**config.mk**
```make
export PLATFORM = sky130hd
export DESIGN_NAME = write_queue
export DESIGN_NICKNAME = d
export VERILOG_FILES = /design/src/rtl/write_queue.sv
export SDC_FILE = /design/constraint.sdc
export NUM_CORES = 1
export LEC_CHECK = 0
export ABC_AREA = 1
export ABC_CLOCK_PERIOD_IN_PS = 3750
export CAP_MARGIN = 15
export CORE_ASPECT_RATIO = 1.4
export CORE_MARGIN = 4
export CORE_UTILIZATION = 30
export DETAILED_ROUTE_END_ITERATION = 6
export SYNTH_ARGS = -nofsm -noshare
export SYNTH_HDL_FRONTEND = slang
export SYNTH_SLANG_ARGS = --single-unit
export TNS_END_PERCENT = 30
```
**constraint.sdc**
```tcl
create_clock -name clk -period 3.75 [get_ports clk]
set_clock_uncertainty 0.05 [all_clocks]
set_input_delay 0.75 -clock clk [delete_from_list [all_inputs] [get_ports clk]]
set_output_delay 0.75 -clock clk [all_outputs]
set_load 0.05 [all_outputs]
```
**src/rtl/write_queue.sv**
```systemverilog
// Buffered write-request FIFO feeding the 3-to-8 write-enable decoder and register file.
// It drains one {Addr, wr_data} write per cycle unless held, flushed or in reset.
module write_queue #(
  parameter int DATA_WIDTH = 32,
  parameter int ADDR_WIDTH = 3,
  parameter int DEPTH      = 4
) (
  input  logic                        clk,
  input  logic                        reset,
  input  logic                        s_valid,
  output logic                        s_ready,
  input  logic [ADDR_WIDTH-1:0]       s_addr,
  input  logic [DATA_WIDTH-1:0]       s_data,
  input  logic                        flush,
  input  logic                        hold,
  output logic                        we,
  output logic [ADDR_WIDTH-1:0]       Addr,
  output logic [DATA_WIDTH-1:0]       wr_data,
  output logic [$clog2(DEPTH):0]      count,
  output logic                        empty,
  output logic                        full
);

  localparam int PW = $clog2(DEPTH);
  localparam int CW = PW + 1;

  logic [ADDR_WIDTH-1:0] addr_mem [DEPTH];
  logic [DATA_WIDTH-1:0] data_mem [DEPTH];
  logic [PW-1:0]         wr_ptr;
  logic [PW-1:0]         rd_ptr;
  logic                  push;

  // Handshake: a request transfers on a rising edge where s_valid and s_ready are
  // both 1. s_ready never looks at a same-cycle pop, so a full queue always refuses.
  assign empty   = (count == '0);
  assign full    = (count == CW'(DEPTH));
  assign s_ready = ~full & ~reset & ~flush;
  assign push    = s_valid & s_ready;
  assign we      = ~empty & ~hold & ~reset & ~flush;
  assign Addr    = addr_mem[rd_ptr];
  assign wr_data = data_mem[rd_ptr];

  // Storage is deliberately not cleared by reset or flush.
  always_ff @(posedge clk) begin
    if (push) begin
      addr_mem[wr_ptr] <= s_addr;
      data_mem[wr_ptr] <= s_data;
    end
  end

  always_ff @(posedge clk) begin
    if (reset || flush) begin
      wr_ptr <= '0;
      rd_ptr <= '0;
      count  <= '0;
    end else begin
      if (push) wr_ptr <= wr_ptr + PW'(1);
      if (we)   rd_ptr <= rd_ptr + PW'(1);
      case ({push, we})
        2'b10:   count <= count + CW'(1);
        2'b01:   count <= count - CW'(1);
        default: count <= count;
      endcase
    end
  end

endmodule

```
# Yosys cells after proc, flatten, opt, wreduce, memory -nomap -nowiden
# Memories as Yosys holds them, arrays and structs flattened. A register that Yosys moved wholly into a read port is not among the register bits.
# Index checks and enable logic that the tools add are counted.
dict set report word_totals {
  input_bits 40
  word_cells 33
  mem_bits_rw 140
  register_bits 7
  n_memories 2
}
dict set report classes {
  addsub 4
  n_eq_ne 3
  n_reduce_logical 3
  n_mux 7
  bitwise_logic 11
}
# memory depth width read_ports rd_clocked_by_memory_dff write_ports line
set memory_table {}
lappend memory_table {data_mem 4 32 1 1 1 28} ;# logic [DATA_WIDTH-1:0] data_mem [DEPTH];
lappend memory_table {addr_mem 4 3 1 1 1 27} ;# logic [ADDR_WIDTH-1:0] addr_mem [DEPTH];
# cell count
set op_table {}
lappend op_table {{2-to-1 mux 2 bit} 4}
lappend op_table {{AND 1 bit} 6}
lappend op_table {{one-hot mux 3 bit (2 select lines)} 1}
lappend op_table {{NOT 1 bit} 5}
lappend op_table {{adder 2 x 1 -> 2 bit (second input constant)} 2}
lappend op_table {{adder 3 x 1 -> 3 bit (second input constant)} 1}
lappend op_table {{equality test 3 bit (second input constant)} 1}
lappend op_table {{logical NOT 3 bit} 1}
lappend op_table {{subtractor 3 x 1 -> 3 bit (second input constant)} 1}
lappend op_table {{equality test 2 x 1 -> 1 bit (second input constant)} 1}
lappend op_table {{equality test 2 bit (second input constant)} 1}
lappend op_table {{2-to-1 mux 1 bit} 2}
lappend op_table {{nonzero test 2 bit} 1}
lappend op_table {{logical OR 1 bit} 1}

# Depth between registers and ports, before layout
# Gate-level depths: netlist of the first run.
dict set report depth {
  ltp_word 7
  mapped_depth 14
  ltp_nobuf 14
}

# Worst setup path before layout of the first run
# OpenSTA, ideal clock, no wires.
dict set report synth_path {
  kind {register -> register}
  startpoint {register count[0]}
  endpoint {memory addr_mem[0][0], enable pin}
  n_path_buf 0
  path_stages_with_launch 5
  setup_ns 0.427
  path_slack_ns 0.721
  required_time_ns 3.273
  t_arrival_ns 2.552
  path_cell_list {dfxtp_1 inv_1 nand3_2 nand3_4 nor2_1}
}
dict set report synth_via {
  elab_chain_len 7
}
# element line
set synth_lines {}
lappend synth_lines {{from (decl)} 19} ;# output logic [$clog2(DEPTH):0] count,
lappend synth_lines {{from (signal assigned)} 60} ;# 2'b10: count <= count + CW'(1);
lappend synth_lines {{from (signal assigned)} 61} ;# 2'b01: count <= count - CW'(1);
lappend synth_lines {{from (signal assigned)} 62} ;# default: count <= count;
lappend synth_lines {{equality test 3 bit} 36} ;# assign full = (count == CW'(DEPTH));
lappend synth_lines {{NOT 1 bit} 37} ;# assign s_ready = ~full & ~reset & ~flush;
lappend synth_lines {{AND 1 bit (2 in series)} 37}
lappend synth_lines {{AND 1 bit} 38} ;# assign push = s_valid & s_ready;
lappend synth_lines {{2-to-1 mux 1 bit} 45} ;# if (push) begin
lappend synth_lines {{2-to-1 mux 1 bit (implied by the code)} 46} ;# addr_mem[wr_ptr] <= s_addr;
lappend synth_lines {{to (decl)} 27}
# Every way passes these cells.

# Worst setup path after layout of the first run
dict set report layout_path {
  startpoint {input reset}
  endpoint {output we}
}
dict set report layout_via {
  elab_chain_len 3
}
# element line
set layout_lines {}
lappend layout_lines {{from (decl)} 9} ;# input logic reset,
lappend layout_lines {{NOT 1 bit} 39} ;# assign we = ~empty & ~hold & ~reset & ~flush;
lappend layout_lines {{AND 1 bit (2 in series)} 39}
lappend layout_lines {{to (decl)} 16} ;# output logic we,
# Every way passes these cells.

==> reports/metrics.cfg, run 1 <==
[route]
ant_nets = 0
drc = 0
wire_per_inst_um = 16.2
wirelength_um = 12300
vias_per_cell = 4.58
vias = 3488
firstDrtPassIters = 4
drt-initial-drc-count = 194

[flow_run]
drv_cap = 0

[timing]
period_share = 0.879
setup_viol = 0
rsz0062_at_grt = no
slew_viol_final = 0
fin_ws_ps = 452
setup-tns-final_ps = 0
fin_hold_ws_ps = 469
slew_headroom = 0.541
finalCriticalPeriod_ps = 3300
tightest_slew_ps = 688
hold_viol_final = 0
fmax_mhz = 303

[clock_tree]
ctsResizeCount = 0
worst_skew_pair.late_latency_ps = 400
cts.htree.levels = 4
cts_buffers = 17
path_clk_slew_ps = 60
cts_tree = built
cts_root_buffer = clkbuf_16
cts.sinks = 149
ctsLongestPathBuffers = 2
post-cts-setup-buffers = 0
cts_hold_buf = 0

[yosys]
synthCells = 414
synth_top_area_cell = edfxtp_1
synth_async_sr_flop_share = 0
ys_warn_count = 0
synth_area_leaders = edfxtp_1 74%, o21ai_0 5.5%, nor2_1 5.4%, o22ai_1 3.8%, dfxtp_1 3.2%
synth_top_cell_area_share = 0.739
synthesis.area_sq_mm = 0.00569
syn-num-nets = 460
synthFlopType = edfxtp_1
yosys_register_bits = 149
synth_seq_area_share = 0.770
synth-edff-count = 140
yosysUniqueCellTypes = 21
syn-mean-instance-area_sq_um = 13.7

[worst_setup_path]
arrival_ps = 2500
r2r_slack_ps = 1720
reg2reg_from = count[0]
crit_path_cell_trace = clkdlybuf4s50_1, inv_1, nand2_1, nor2_1, nand2_1, inv_1, clkdlybuf4s50_1
crit_type = input pin to output port
r2r_end = count[2]
startpoint_type = input pin
ff2ff_path_depth = 12
worstPathMaxFanout = 4
worstSetupEndpointType = output port
timing.critical_path.to = we
startpoint = reset
crit_path_top_delay_cell = clkdlybuf4s50_1
worstPathRequired_ps = 2950
slowest_delay_ps = 800

[layout]
final_layout_size_suffix_gt1_frac = 0.166
antenna_cells = 0
area_delta_synth_final_pct = 28.4
final_nets = 551
layout_common_cells = 140 x edfxtp_1, 78 x nor2_1, 62 x o21ai_0, 47 x buf_4, 46 x clkdlybuf4s50_1
fill_cells = 1770
layout_commonest_cell = edfxtp_1
final_cells = 762
post-route-util = 0.393

[pwr]
p_leak_nw = 2.53
power_density_mw_per_mm2 = 498
ir_drop_uv = 266

[floorplanning]
die_w_um = 124
die_h_um = 171
core-area_sq_mm = 0.0186
dieArea_sq_mm = 0.0213
rows = 59
start_util = 0.306
ios = 82

[place]
post-place-ws_ps = 455
place_congestion = 0.752
dp_hpwl_um = 7810
dp.cells = 730
port_buffers = 81

[grt]
track_usage = 0.119
grt_max_degree = 71
grt_pass1_vias = 3735
grt_pass1_wl_um = 19600
grt_antenna_before_repair = 0
grt-ovfl-total = 0

[min_path]
worstHoldPathType = flop to flop

[run_status]
status = finished clean

==> power breakdown <==
group	switching [mW]	internal, mW
Combinational	0.102	0.0651
Clock	0.654	0.982
Sequential	0.00403	1.83
Total	0.760	2.88
==> state kept, by name (all words and copies together), names as in the netlist, named ones only <==
register and cells:
addr_mem 12, wr_ptr 2, count 3, data_mem 128, rd_ptr 2
==> final cells by class <==
cell class / count / area (sq um) / area share
Clock buffer: 17 / 425 / 0.0582
Clock inverter: 15 / 151 / 0.0207
Inverter: 22 / 85.1 / 0.0116
Multi-Input combinational cell: 222 / 1140 / 0.156
Sequential cell: 149 / 4390 / 0.600
Tap cell: 244 / 305 / 0.0418
Timing Repair Buffer: 93 / 813 / 0.111
==> worst min-delay path by stage <==
| stage | from | to | slack [ps] | cells past startpoint |
|---|---|---|---|---|
| after floorplan | rd_ptr[1] | flop | 410 | 2 |
| final | rd_ptr[1] | flop | 470 | 2 |
| after global routing | rd_ptr[1] | flop | 510 | 2 |
| after detailed placement | rd_ptr[1] | flop | 460 | 2 |
| after CTS | rd_ptr[1] | flop | 470 | 2 |
| after global placement | rd_ptr[1] | rd_ptr[1] | 460 | 2 |
==> worst max-delay path: cells and delay by family <==
kind | cells | cell delay, ps
buffers and inverters | 4 | 1420
and+or+nand+nor | 3 | 320
==> routing by layer <==
metal / wire length [um] / vias to the layer above / track usage
met1: 5160 / 1706 / 0.136
met5: 0 / - / 0
met2: 6430 / 69 / 0.210
met3: 602 / 9 / 0.0406
li1: - / 1704 / -
met4: 129 / 0 / 0.0372
==> synthesized netlist by cell type, drive strengths merged, types with 3 or more instances <==
cell and instances:
edfxtp 140, nor2 83, o21ai 72, o22ai 35, inv 22, buf 18
nand2 15, dfxtp 9, nand3 7, ha 5, a21oi 3, clkbuf 3
==> metrics by stage <==
stage	power (mW)	instance area (sq um)
floorplan	1.95	5690
global placement	2.04	6730
detailed placement	2.04	6730
CTS	3.69	7310
global route	3.77	7310
finish	3.64	7310
==> logic make-up after synthesis <==
group / count (synthesis) / synth area share
AO/OA/AOI/OAI: 110 / 0.104
buffers and inverters: 43 / 0.0345
adder cells (fa/ha/maj): 6 / 0.0145
flip-flops: 149 / 0.770
AND/OR/NAND/NOR: 106 / 0.0763
No activity file was read; power rests on OpenSTA's default activity.
==> run 2: changes to the inputs <==
- ABC_AREA: 1 -> not set
==> reports/metrics.cfg, run 2 <==
[yosys]
yosysUniqueCellTypes = 26  ; +24%
synth-edff-count = 140  ; unchanged
syn-mean-instance-area_sq_um = 23.7  ; +73%
synth_async_sr_flop_share = 0  ; unchanged
synthCells = 239  ; -42%
synth_top_cell_area_share = 0.741  ; +0.00244
synth_area_leaders = edfxtp_1 74%, mux4_1 13%, dfxtp_1 3.2%, mux4_2 2.4%, ha_1 1.1%
synthFlopType = edfxtp_1
ys_warn_count = 0  ; unchanged
yosysMostFrequentCell = edfxtp_1
syn-num-nets = 285  ; -38%
synth_top_area_cell = edfxtp_1
synth_common_cells = 140 x edfxtp_1, 29 x mux4_1, 9 x dfxtp_1
yosys_register_bits = 149  ; unchanged
synth_seq_area_share = 0.773  ; +0.00255
synthesis.area_sq_mm = 0.00567  ; -0.33%

[worst_setup_path]
slowest_delay_ps = 810  ; about the same
cp_common_cell = clkdlybuf4s50_1
crit_path_top_delay_cell = clkdlybuf4s50_1
arrival_ps = 2440  ; -60 ps
startpoint_type = input pin
crit_type = input pin to output port
cp_num_buf_inv = 2  ; -2
cp_top_family = buffers and inverters
worstSetupEndpointType = output port
worstPathRequired_ps = 2950  ; about the same
crit_path_cell_trace = clkdlybuf4s50_1, or2_4, nor2_1, clkdlybuf4s50_1
worstPathMaxFanout = 9  ; +5

[run_status]
status = finished clean

[route]
wirelength_um = 10300  ; -16%
drt-initial-drc-count = 132  ; -32%
ant_nets = 0  ; unchanged
wire_per_inst_um = 17.4  ; +7.8%
firstDrtPassIters = 4  ; unchanged
vias = 2666  ; -24%
vias_per_cell = 4.50  ; -1.8%
drc = 0  ; unchanged

[layout]
area_delta_synth_final_pct = 30.7
top_regs = data_mem (128), addr_mem (12), count (3)
post-route-util = 0.399  ; +0.00572
final_cells = 593  ; -22%
regMostFlops = data_mem
largest_register_ffs = 128  ; unchanged
final_nets = 382  ; -31%
antenna_cells = 0  ; unchanged
final_layout_size_suffix_gt1_frac = 0.163  ; -0.00270
final_area_sq_mm = 0.00741  ; +1.5%
layout_commonest_cell = edfxtp_1
layout_common_cells = 140 x edfxtp_1, 80 x clkdlybuf4s50_1, 29 x mux4_1, 17 x clkbuf_16

[timing]
rsz0062_at_grt = no
slew_viol_final = 0  ; unchanged
fmax_mhz = 308  ; +1.6%
setup_viol = 0  ; unchanged
setup-tns-final_ps = 0  ; unchanged
period_share = 0.865  ; -0.0140
hold_viol_final = 0  ; unchanged
tightest_slew_ps = 552  ; -136 ps
finalCriticalPeriod_ps = 3240  ; -52.6 ps
slew_headroom = 0.631  ; +0.0899

[floorplanning]
rows = 59  ; unchanged
die_w_um = 124  ; -0.15%
die_h_um = 171  ; -0.16%
dieArea_sq_mm = 0.0212  ; -0.31%
start_util = 0.305  ; -0.00101
core-area_sq_mm = 0.0186  ; unchanged
ios = 82  ; unchanged

[grt]
grt_max_degree = 36  ; -49%
grt_pass1_vias = 2911  ; -22%
grt-ovfl-total = 0  ; unchanged
grt_pass1_wl_um = 16300  ; -17%
track_usage = 0.102  ; -0.0168
grt_antenna_before_repair = 0  ; unchanged

[clock_tree]
ctsResizeCount = 0  ; unchanged
cts_tree = built
worst_skew_pair.late_latency_ps = 410  ; about the same
post-cts-setup-buffers = 0  ; unchanged
cts.sinks = 149  ; unchanged
cts_root_buffer = clkbuf_16
cts_buffers = 17  ; unchanged
cts.htree.levels = 4  ; unchanged
path_clk_slew_ps = 70  ; about the same
ctsLongestPathBuffers = 2  ; unchanged
cts_hold_buf = 0  ; unchanged

[pwr]
power_density_mw_per_mm2 = 489  ; -1.8%
ir_drop_uv = 238  ; -11%
p_leak_nw = 2.36  ; -6.5%

[min_path]
worstHoldPathType = flop to flop

[place]
dpl_cell_area_sq_mm = 0.00684  ; +1.7%
dp_hpwl_um = 6590  ; -16%
port_buffers = 81  ; unchanged
dp.cells = 561  ; -23%
place_congestion = 0.670  ; -11%

[flow_run]
drv_cap = 0  ; unchanged

run 2: cell families (layout without fill, tap and decap cells):
logic type | after synthesis | count (layout) | synth area share
flip-flops | 149 | 149 | 0.773
AND/OR/NAND/NOR | 21 | 21 | 0.0223
XOR/XNOR | 2 | 2 | 0.00309
buffers and inverters | 16 | 126 | 0.0165
multiplexers | 36 | 36 | 0.160
AO/OA/AOI/OAI | 9 | 9 | 0.0108
adder cells (fa/ha/maj) | 6 | 6 | 0.0146
run 2: worst reg2reg max path: stages (launching register included):
cell and delay (ps):
dfxtp_1 400, or3b_4 450, and2_4 180, inv_1 60
ha_1 180, inv_1 70, fa_2 360, xor2_1 160
or3_1 350, a21oi_1 120
run 2: path summary, 6_finish.rpt:
path / startpoint / end / slack (ps) / depth (start not counted)
setup / recovery: reset / s_ready / 510 / 4
setup reg to reg: count[2] / count[2] / 1320 / 9
hold reg to reg: rd_ptr[1] / flop / 440 / 2
hold / removal: rd_ptr[1] / flop / 440 / 2
run 2: layout make-up:
| class | instances | area [sq um] |
|---|---|---|
| fillers | 1706 | 11200 |
| flip-flops and latches | 149 | 4390 |
| multi-input cells | 74 | 1210 |
| repair buffers | 87 | 916 |
| clock buffers | 17 | 425 |
| well taps | 244 | 305 |
| clock inverters | 15 | 144 |
| inverters | 7 | 26.3 |
run 2: routing by layer:
metal / up-vias / share of wire / track usage
met5: - / 0 / 0
met4: 0 / 0.011 / 0.0372
met3: 9 / 0.040 / 0.0328
met2: 59 / 0.55 / 0.184
met1: 1385 / 0.40 / 0.113
li1: 1213 / - / -
run 2: through the flow:
step | hold WS (ps) | worst slack [ps] | power [mW]
after floorplan | 405 | 480 | 1.96
after global placement | 425 | 495 | 2.05
final | 436 | 505 | 3.63
after detailed placement | 433 | 498 | 2.05
after global routing | 480 | 422 | 3.76
after CTS | 443 | 499 | 3.68
run 2: power by group:
group          internal (mW)  switching (mW)  leakage, nW
Sequential              1.84         0.00464         1.34
Combinational         0.0757          0.0944        0.756
Clock                  0.929           0.687        0.269
Total                   2.84           0.786         2.36
